--- src/rtl/cv32e40s_instr_obi_arbiter_if.sv ---
// Instruction-side OBI payload types and the arbiter's bundled port interface.
// The slave modport is the arbiter's view; master is the surrounding environment.
package cv32e40s_instr_obi_pkg;
  typedef struct packed {
    logic [31:0] addr;
    logic [2:0]  prot;
    logic        dbg;
  } obi_inst_req_t;

  typedef struct packed {
    logic [31:0] rdata;
    logic        err;
  } obi_inst_resp_t;
endpackage

interface cv32e40s_instr_obi_arbiter_if #(
  parameter int unsigned MAX_OUTSTANDING = 2
);
  import cv32e40s_instr_obi_pkg::*;

  localparam int unsigned CNT_W = $clog2(MAX_OUTSTANDING + 1);

  logic           a_valid_i;
  logic           a_ready_o;
  obi_inst_req_t  a_trans_i;
  logic           a_kill_i;
  logic           a_resp_valid_o;
  logic           b_valid_i;
  logic           b_ready_o;
  obi_inst_req_t  b_trans_i;
  logic           b_kill_i;
  logic           b_resp_valid_o;
  obi_inst_resp_t resp_o;
  logic           trans_valid_o;
  logic           trans_ready_i;
  obi_inst_req_t  trans_o;
  logic           resp_valid_i;
  obi_inst_resp_t resp_i;
  logic [CNT_W-1:0] outstanding_cnt_o;
  logic           protocol_err_o;

  modport slave (
    input  a_valid_i, a_trans_i, a_kill_i,
    input  b_valid_i, b_trans_i, b_kill_i,
    input  trans_ready_i, resp_valid_i, resp_i,
    output a_ready_o, a_resp_valid_o, b_ready_o, b_resp_valid_o,
    output resp_o, trans_valid_o, trans_o, outstanding_cnt_o, protocol_err_o
  );

  modport master (
    output a_valid_i, a_trans_i, a_kill_i,
    output b_valid_i, b_trans_i, b_kill_i,
    output trans_ready_i, resp_valid_i, resp_i,
    input  a_ready_o, a_resp_valid_o, b_ready_o, b_resp_valid_o,
    input  resp_o, trans_valid_o, trans_o, outstanding_cnt_o, protocol_err_o
  );
endinterface

--- src/rtl/cv32e40s_instr_obi_arbiter.sv ---
// Two-requester arbiter for the instruction OBI port: B-over-A priority, address-phase
// lock, outstanding limit, in-order ID FIFO for response routing and per-requester kill.
//
// state    | meaning
// UNLOCKED | free arbitration, B over A
// LOCKED   | request offered but not accepted; hold the same requester until ready
module cv32e40s_instr_obi_arbiter #(
  parameter int unsigned MAX_OUTSTANDING = 2
) (
  input logic                         clk,
  input logic                         rst_n,
  cv32e40s_instr_obi_arbiter_if.slave bus
);
  import cv32e40s_instr_obi_pkg::*;

  localparam int unsigned CNT_W = $clog2(MAX_OUTSTANDING + 1);
  localparam int unsigned PTR_W = (MAX_OUTSTANDING > 1) ? $clog2(MAX_OUTSTANDING) : 1;
  localparam logic        ID_A  = 1'b0;
  localparam logic        ID_B  = 1'b1;
  localparam logic [PTR_W-1:0] PTR_LAST = PTR_W'(MAX_OUTSTANDING - 1);
  localparam logic [CNT_W-1:0] CNT_MAX  = CNT_W'(MAX_OUTSTANDING);

  typedef enum logic {
    UNLOCKED = 1'b0,
    LOCKED   = 1'b1
  } lock_state_e;

  lock_state_e r_state;
  lock_state_e w_state_nxt;
  logic        r_lock_id;
  logic        w_lock_id_nxt;

  logic [CNT_W-1:0]           r_cnt;
  logic [PTR_W-1:0]           r_wptr;
  logic [PTR_W-1:0]           r_rptr;
  logic [MAX_OUTSTANDING-1:0] r_fifo_id;
  logic [MAX_OUTSTANDING-1:0] r_fifo_drop;
  logic [MAX_OUTSTANDING-1:0] r_fifo_vld;

  logic w_elig_a;
  logic w_elig_b;
  logic w_full;
  logic w_sel_id;
  logic w_sel_kill;
  logic w_trans_valid;
  logic w_acc;
  logic w_pop;
  logic w_head_id;
  logic w_head_drop;
  logic w_head_kill;
  logic w_deliver;

  function automatic logic [PTR_W-1:0] ptr_inc(input logic [PTR_W-1:0] p);
    return (p == PTR_LAST) ? '0 : p + PTR_W'(1);
  endfunction

  assign w_elig_a = bus.a_valid_i && !bus.a_kill_i;
  assign w_elig_b = bus.b_valid_i && !bus.b_kill_i;
  assign w_full   = (r_cnt == CNT_MAX);

  always_comb begin
    w_sel_id = ID_A;
    if (r_state == LOCKED) begin
      w_sel_id = r_lock_id;
    end else if (w_elig_b) begin
      w_sel_id = ID_B;
    end
  end

  // A locked request stays offered even if its requester is killed meanwhile.
  assign w_trans_valid = !w_full && ((r_state == LOCKED) || w_elig_a || w_elig_b);
  assign w_acc         = w_trans_valid && bus.trans_ready_i;
  assign w_sel_kill    = (w_sel_id == ID_B) ? bus.b_kill_i : bus.a_kill_i;

  always_comb begin
    w_state_nxt   = r_state;
    w_lock_id_nxt = r_lock_id;
    if (r_state == UNLOCKED) begin
      if (w_trans_valid && !bus.trans_ready_i) begin
        w_state_nxt   = LOCKED;
        w_lock_id_nxt = w_sel_id;
      end
    end else begin
      if (bus.trans_ready_i) begin
        w_state_nxt = UNLOCKED;
      end
    end
  end

  always_ff @(posedge clk or negedge rst_n) begin
    if (!rst_n) begin
      r_state   <= UNLOCKED;
      r_lock_id <= ID_A;
    end else begin
      r_state   <= w_state_nxt;
      r_lock_id <= w_lock_id_nxt;
    end
  end

  assign w_pop       = bus.resp_valid_i && (r_cnt != '0);
  assign w_head_id   = r_fifo_id[r_rptr];
  assign w_head_drop = r_fifo_drop[r_rptr];
  assign w_head_kill = (w_head_id == ID_B) ? bus.b_kill_i : bus.a_kill_i;
  assign w_deliver   = w_pop && !w_head_drop && !w_head_kill;

  // Push and pop never address the same slot: push needs !full, pop needs cnt!=0.
  always_ff @(posedge clk or negedge rst_n) begin
    if (!rst_n) begin
      r_cnt       <= '0;
      r_wptr      <= '0;
      r_rptr      <= '0;
      r_fifo_id   <= '0;
      r_fifo_drop <= '0;
      r_fifo_vld  <= '0;
    end else begin
      for (int i = 0; i < int'(MAX_OUTSTANDING); i++) begin
        if (r_fifo_vld[i] && ((bus.a_kill_i && (r_fifo_id[i] == ID_A)) ||
                              (bus.b_kill_i && (r_fifo_id[i] == ID_B)))) begin
          r_fifo_drop[i] <= 1'b1;
        end
      end
      if (w_acc) begin
        r_fifo_id[r_wptr]   <= w_sel_id;
        r_fifo_drop[r_wptr] <= w_sel_kill;
        r_fifo_vld[r_wptr]  <= 1'b1;
        r_wptr              <= ptr_inc(r_wptr);
      end
      if (w_pop) begin
        r_fifo_vld[r_rptr] <= 1'b0;
        r_rptr             <= ptr_inc(r_rptr);
      end
      r_cnt <= r_cnt + CNT_W'(w_acc) - CNT_W'(w_pop);
    end
  end

  assign bus.trans_valid_o     = w_trans_valid;
  assign bus.trans_o           = (w_sel_id == ID_B) ? bus.b_trans_i : bus.a_trans_i;
  assign bus.a_ready_o         = w_acc && (w_sel_id == ID_A);
  assign bus.b_ready_o         = w_acc && (w_sel_id == ID_B);
  assign bus.resp_o            = bus.resp_i;
  assign bus.a_resp_valid_o    = w_deliver && (w_head_id == ID_A);
  assign bus.b_resp_valid_o    = w_deliver && (w_head_id == ID_B);
  assign bus.outstanding_cnt_o = r_cnt;
  assign bus.protocol_err_o    = bus.resp_valid_i && (r_cnt == '0);

endmodule

--- src/flat_wrapper.sv ---
// flat-port wrapper written by rule: the top's interface ports become plain ports
module cv32e40s_instr_obi_arbiter_flat import cv32e40s_instr_obi_pkg::*;
#(
  parameter int unsigned MAX_OUTSTANDING = 2
)
  (clk, rst_n, bus_a_valid_i, bus_a_trans_i, bus_a_kill_i, bus_b_valid_i, bus_b_trans_i, bus_b_kill_i, bus_trans_ready_i, bus_resp_valid_i, bus_resp_i, bus_a_ready_o, bus_a_resp_valid_o, bus_b_ready_o, bus_b_resp_valid_o, bus_resp_o, bus_trans_valid_o, bus_trans_o, bus_outstanding_cnt_o, bus_protocol_err_o);
  cv32e40s_instr_obi_arbiter_if #(.MAX_OUTSTANDING(MAX_OUTSTANDING)) bus_i ();
  input logic clk;
  input logic rst_n;
  input wire logic [$bits(bus_i.a_valid_i)-1:0] bus_a_valid_i;
  input wire logic [$bits(bus_i.a_trans_i)-1:0] bus_a_trans_i;
  input wire logic [$bits(bus_i.a_kill_i)-1:0] bus_a_kill_i;
  input wire logic [$bits(bus_i.b_valid_i)-1:0] bus_b_valid_i;
  input wire logic [$bits(bus_i.b_trans_i)-1:0] bus_b_trans_i;
  input wire logic [$bits(bus_i.b_kill_i)-1:0] bus_b_kill_i;
  input wire logic [$bits(bus_i.trans_ready_i)-1:0] bus_trans_ready_i;
  input wire logic [$bits(bus_i.resp_valid_i)-1:0] bus_resp_valid_i;
  input wire logic [$bits(bus_i.resp_i)-1:0] bus_resp_i;
  output wire logic [$bits(bus_i.a_ready_o)-1:0] bus_a_ready_o;
  output wire logic [$bits(bus_i.a_resp_valid_o)-1:0] bus_a_resp_valid_o;
  output wire logic [$bits(bus_i.b_ready_o)-1:0] bus_b_ready_o;
  output wire logic [$bits(bus_i.b_resp_valid_o)-1:0] bus_b_resp_valid_o;
  output wire logic [$bits(bus_i.resp_o)-1:0] bus_resp_o;
  output wire logic [$bits(bus_i.trans_valid_o)-1:0] bus_trans_valid_o;
  output wire logic [$bits(bus_i.trans_o)-1:0] bus_trans_o;
  output wire logic [$bits(bus_i.outstanding_cnt_o)-1:0] bus_outstanding_cnt_o;
  output wire logic [$bits(bus_i.protocol_err_o)-1:0] bus_protocol_err_o;
  assign bus_i.a_valid_i = bus_a_valid_i;
  assign bus_i.a_trans_i = bus_a_trans_i;
  assign bus_i.a_kill_i = bus_a_kill_i;
  assign bus_i.b_valid_i = bus_b_valid_i;
  assign bus_i.b_trans_i = bus_b_trans_i;
  assign bus_i.b_kill_i = bus_b_kill_i;
  assign bus_i.trans_ready_i = bus_trans_ready_i;
  assign bus_i.resp_valid_i = bus_resp_valid_i;
  assign bus_i.resp_i = bus_resp_i;
  assign bus_a_ready_o = bus_i.a_ready_o;
  assign bus_a_resp_valid_o = bus_i.a_resp_valid_o;
  assign bus_b_ready_o = bus_i.b_ready_o;
  assign bus_b_resp_valid_o = bus_i.b_resp_valid_o;
  assign bus_resp_o = bus_i.resp_o;
  assign bus_trans_valid_o = bus_i.trans_valid_o;
  assign bus_trans_o = bus_i.trans_o;
  assign bus_outstanding_cnt_o = bus_i.outstanding_cnt_o;
  assign bus_protocol_err_o = bus_i.protocol_err_o;
  cv32e40s_instr_obi_arbiter #(.MAX_OUTSTANDING(MAX_OUTSTANDING)) u_core (.clk(clk), .rst_n(rst_n), .bus(bus_i));
endmodule
--- config.mk ---
export PLATFORM = sky130hd
export DESIGN_NAME = cv32e40s_instr_obi_arbiter_flat
export DESIGN_NICKNAME = d
export VERILOG_FILES = /design/src/rtl/cv32e40s_instr_obi_arbiter_if.sv /design/src/rtl/cv32e40s_instr_obi_arbiter.sv /design/src/flat_wrapper.sv
export SDC_FILE = /design/constraint.sdc
export NUM_CORES = 1
export LEC_CHECK = 0
export CAP_MARGIN = 30
export CORE_MARGIN = 2
export CORE_UTILIZATION = 29
export CTS_CLUSTER_DIAMETER = 50
export DETAILED_ROUTE_END_ITERATION = 8
export PLACE_DENSITY = 0.89
export REMOVE_ABC_BUFFERS = 1
export SLEW_MARGIN = 20
export SYNTH_ARGS = -nofsm -noshare
export SYNTH_HDL_FRONTEND = slang
export SYNTH_SLANG_ARGS = --single-unit
--- constraint.sdc ---
create_clock -name clk -period 4.6 [get_ports clk]
set_clock_uncertainty 0.15 [all_clocks]
set_input_delay 0.92 -clock clk [delete_from_list [all_inputs] [get_ports clk]]
set_output_delay 0.92 -clock clk [all_outputs]
set_load 0.1 [all_outputs]
# After elaboration in Yosys (flattened, before gate mapping)
# Cells that the tools add are included.
totals:
  latch_bits: 0
  register_bits: 12
  word_cells: 84
  n_memories: 0
  inputBits: 113
  mem_bits_ro: 0
  mem_bits_rw: 0
op_classes:
  mux: 25
  reduce_logical: 34
  mul: 0
  n_eq_ne: 1
  shifts: 0
  n_div: 0
  n_lt_le_gt_ge: 4
  bitwise_logic: 8
  addsub: 4
ops:
  columns: ["cell", "n"]
  rows:
  - ["36-bit two-way mux", 1]
  - ["1-bit logical AND", 21]
  - ["1-bit two-way mux", 17]
  - ["1-bit logical NOT", 6]
  - ["2-bit two-way mux", 3]
  - ["1-bit NOT", 5]
  - ["2-bit bitwise mux", 2]
  - ["1-bit logical OR", 4]
  - ["1-bit by 2-bit less-than comparator with 1-bit output, second input constant", 2]
  - ["1-bit adder, second input constant", 2]
  - ["2-bit by 1-bit adder with 2-bit output", 1]
  - ["2-bit bitwise AND", 1]
  - ["1-bit demux with 1-bit select", 2]
  - ["2-bit equality test, second input constant", 1]
  - ["1-bit greater-or-equal comparator, second input constant", 2]
  - ["2-bit logical NOT", 1]
  - ["2-bit NOT", 1]
  - ["2-bit OR", 1]
  - ["2-bit AND reduction", 1]
  - ["2-bit nonzero test", 1]
  - ["2-bit by 1-bit subtractor with 2-bit output", 1]

# Depth between registers and ports, before layout
logic_depth:
  word_depth: 9
  mapped_depth: 7
  mapped_depth_nobuf: 7

# Least setup slack after synthesis
# Ideal clock, no wire load.
synth_path:
  path_type: "reg-to-output"
  startpoint: "register u_core.r_cnt[1], in the netlist u_core.bus.outstanding_cnt_o[1]"
  endpoint: "output port bus_a_resp_valid_o"
  required_time_ns: 3.530
  arrival_time_ns: 3.710
  path_stages_with_launch: 5
  slack_ns: -0.180
  n_path_buf: 0
  path_cell_list: "dfrtp_1 > o21ai_0 > inv_1 > nand2_1 > nor3b_1"
synth_via:
  elab_chain_len: 5
synth_rtl:
  columns: ["item", "line_no", "text"]
  rows:
  - ["start: declaration", "cv32e40s_instr_obi_arbiter.sv:33", "logic [CNT_W-1:0] r_cnt;"]
  - ["start signal: assignment", "cv32e40s_instr_obi_arbiter.sv:132", "r_cnt <= r_cnt + CNT_W'(w_acc) - CNT_W'(w_pop);"]
  - ["2-bit nonzero test", "cv32e40s_instr_obi_arbiter.sv:100", "assign w_pop = bus.resp_valid_i && (r_cnt != '0);"]
  - ["1-bit logical AND", "cv32e40s_instr_obi_arbiter.sv:100", null]
  - ["named net u_core.w_pop", "cv32e40s_instr_obi_arbiter.sv:47", "logic w_pop;"]
  - ["1-bit logical AND (2 in a row)", "cv32e40s_instr_obi_arbiter.sv:104", "assign w_deliver = w_pop && !w_head_drop && !w_head_kill;"]
  - ["1-bit logical AND", "cv32e40s_instr_obi_arbiter.sv:141", "assign bus.a_resp_valid_o = w_deliver && (w_head_id == ID_A);"]
  - ["end: declaration", "flat_wrapper.sv:20", "output wire logic [$bits(bus_i.a_resp_valid_o)-1:0] bus_a_resp_valid_o;"]
# The timed path passes the listed nets, and every way through them passes these cells.

# Worst setup path after layout
layout_path:
  startpoint: "input port bus_b_valid_i"
  endpoint: "output port bus_trans_o[10]"
layout_via:
  elab_chain_len: 4
layout_rtl:
  columns: ["item", "line_no", "text"]
  rows:
  - ["start: declaration", "flat_wrapper.sv:13", "input wire logic [$bits(bus_i.b_valid_i)-1:0] bus_b_valid_i;"]
  - ["1-bit logical AND", "cv32e40s_instr_obi_arbiter.sv:58", "assign w_elig_b = bus.b_valid_i && !bus.b_kill_i;"]
  - ["1-bit two-way mux", "cv32e40s_instr_obi_arbiter.sv:65", "end else if (w_elig_b) begin"]
  - ["1-bit two-way mux", "cv32e40s_instr_obi_arbiter.sv:63", "if (r_state == LOCKED) begin"]
  - ["36-bit two-way mux", "cv32e40s_instr_obi_arbiter.sv:137", "assign bus.trans_o = (w_sel_id == ID_B) ? bus.b_trans_i : bus.a_trans_i;"]
  - ["end: declaration", "flat_wrapper.sv:25", "output wire logic [$bits(bus_i.trans_o)-1:0] bus_trans_o;"]
# No other way between the ends.

==> flow_metrics.tcl <==
set metrics [dict create \
    fin_cells 299 \
    p_leak_nw 1.36 \
    syn_area_sq_mm 0.00160 \
    die_h_um 78.3 \
    insertion_delay_ns 0.24 \
    dieWidth_um 78.3 \
    antenna_found_initial 0 \
    vias 1386 \
    top_layer_used "met5" \
    wl_met2_mm 3.13 \
    arrival_ns 2.78 \
    yosysUniqueCellTypes 31 \
    maxSlewHeadroom_pct 34.7 \
    yosysTopAreaCell "mux2_4" \
    first_global_vias 1488 \
    cts_htree_levels 1 \
    cts_setup_buffers 0 \
    layout_commonest_cell "clkdlybuf4s50_1" \
    tightest_slew_ns 0.976 \
    status "completed" \
    drt_wl_total_mm 6.25 \
    syn_avg_cell_area_sq_um 11.4 \
    worstSetupPathType "in -> out" \
    path_clk_slew_ns 0.05 \
    layout-drive-gt1-share_pct 42.3 \
    synth_area_leaders "mux2_4 (27%), dfrtp_1 (19%), buf_4 (15%), mux2_2 (8.4%), o311ai_4 (4.9%)" \
    max-vdd-ir-drop_v 0.000243 \
    report.final.slew_viol_count 0 \
    cts.repair.resized 0 \
    placed_cells 296 \
    power.total_mw 1.64 \
    synthCells 140 \
    final_nets 344 \
    synth_seq_cells 12 \
    viasPerCell 4.64 \
    synth_seq_area_share_pct 18.8 \
    clock.fmax_mhz 259 \
    cap_violations 0 \
    placementRows 27 \
    critPathCaptureType "output port" \
    syn_to_final_growth_pct 87.6 \
    drt_iter0_drc 41 \
    post-place-ws_ns 0.753 \
    synth_top_area_share_pct 27.2 \
    gr-usage-all-layers_pct 19.6 \
    start_util_pct 29.6 \
    portBuffers 123 \
    grt_max_degree 38 \
    layout_setup_ws_ns 0.745 \
    route.detailed.drc 0 \
    hold_class "reg -> reg" \
    period_share_pct 83.8 \
    critPathMaxFanout 37 \
    grt_setup_unrepaired "no" \
    dr.pass1.iters 4 \
    setup_violations 0 \
    wl_per_cell_um 20.9 \
    globalplace.congestion 0.773 \
    cp.required_ns 3.53 \
    most-common-layout-cells "clkdlybuf4s50_1 (81), buf_12 (38), mux2_4 (29)" \
    met1Wirelength_mm 2.15 \
    overflow 0 \
    dieArea_sq_mm 0.00613 \
    ys.warnings.count 0 \
    cts_buffer_depth 2 \
    fill_cells 440 \
    powerDensity_mw_per_mm2 546 \
    hold_buffers 0 \
    dpl.hpwl_mm 5.34 \
    cp-start-kind "input port" \
    core_sq_mm 0.00541 \
    drtAntennaViolNets 0 \
    cts_buffers 3 \
    dr_wl_met3_um 860 \
    clock-root-buffer "clkbuf_8" \
    cts.sinks 12 \
    grt_pass1_wl_mm 8.87 \
    io_pins 190 \
    holdWs_ns 0.344 \
    cts_tree "yes" \
    antenna-diode-count 0 \
    min_period_ns 3.85 \
    finalHoldViolations 0 \
]
## kinds of logic (layout without fill, tap and decap cells)
logic type	Yosys count	count (layout)	share of synthesized area [%]
xor gates and xnor gates	4	4	2.19
buffers and inverters	48	135	23.5
DFF	12	12	18.8
muxes	46	46	38.8
AOI/OAI and AO/OA	15	15	10.4
adders and majority gates	2	2	1.56
and+or+nand+nor	13	13	4.85
## state kept, by name (all words and copies together), names as in the netlist
signal,count
u_core.r_state,1
u_core.r_rptr,1
u_core.r_lock_id,1
u_core.r_fifo_id,2
u_core.r_wptr,1
u_core.bus.outstanding_cnt_o,2
u_core.r_fifo_vld,2
u_core.r_fifo_drop,2
## critical path, stage by stage
cell	delay, ns
clkdlybuf4s50_1	0.49
nor2b_2	0.51
a21boi_4	0.12
buf_12	0.22
mux2_4	0.34
buf_12	0.17
## stage by stage
step / cell area (sq um) / util [%] / setup TNS, ns
2_1_floorplan: 1250 / - / -0.376
3_3_place_gp: 2960 / 54.8 / 0
3_5_place_dp: 2960 / 54.8 / 0
4_1_cts: 3000 / 55.6 / 0
5_1_grt: 3000 / 55.6 / 0
6_report: 3000 / 55.6 / 0
## where the power goes
group	total [mW]	leakage [nW]	switching (mW)	internal, mW
Clock	0.0970	0.0216	0.0392	0.0578
Sequential	0.215	0.143	0.0574	0.158
Combinational	1.33	1.19	0.809	0.517
Total	1.64	1.36	0.906	0.733
## synthesized netlist by cell type (all sizes together)
cell / count
a21bo: 1
a21boi: 1
a21o: 1
a21oi: 3
a22oi: 1
and2: 1
and2b: 1
buf: 39
clkbuf: 1
dfrtp: 12
ha: 2
inv: 8
mux2: 41
mux2i: 5
nand2: 2
nand2b: 1
nor2: 3
nor2b: 2
nor3: 1
nor3b: 2
o2111ai: 1
o21a: 1
o21ai: 2
o311ai: 3
o31a: 1
xnor2: 4
## path summary, 6_finish.rpt
kind                                                           startpoint                                   endpoint  slack (ns)  cells past startpoint
worst max-delay path                                        bus_b_valid_i                            bus_trans_o[10]        0.75                      6
worst min-delay path                            u_core.r_wptr$_DFFE_PN0N_                  u_core.r_wptr$_DFFE_PN0N_        0.34                      1
worst max register to register  u_core.bus.outstanding_cnt_o[1]$_DFF_PN0_  u_core.bus.outstanding_cnt_o[1]$_DFF_PN0_        2.55                      7
worst min register to register                  u_core.r_wptr$_DFFE_PN0N_                  u_core.r_wptr$_DFFE_PN0N_        0.34                      1
max in group asynchronous                                           rst_n                  u_core.r_rptr$_DFFE_PN0P_        3.04                      1
min in group asynchronous                                           rst_n            u_core.r_fifo_id[0]$_DFFE_PN0P_        0.89                      1
## layer usage
| metal | track usage, % | vias up |
|---|---|---|
| met5 | 12.7 | - |
| met4 | 5.44 | 2 |
| met3 | 12.2 | 11 |
| met2 | 31.0 | 88 |
| met1 | 20.9 | 657 |
| li1 | - | 628 |
## final cells by class
cell class	instances	area, sq um	area share [%]
flip-flops and latches	12	300	10.0
multi-input cells	80	932	31.0
repair buffers	124	1610	53.6
well taps	72	90.1	3.00
clock buffers	3	41.3	1.38
inverters	8	30.0	1.00
(Power assumes the default switching activity.)
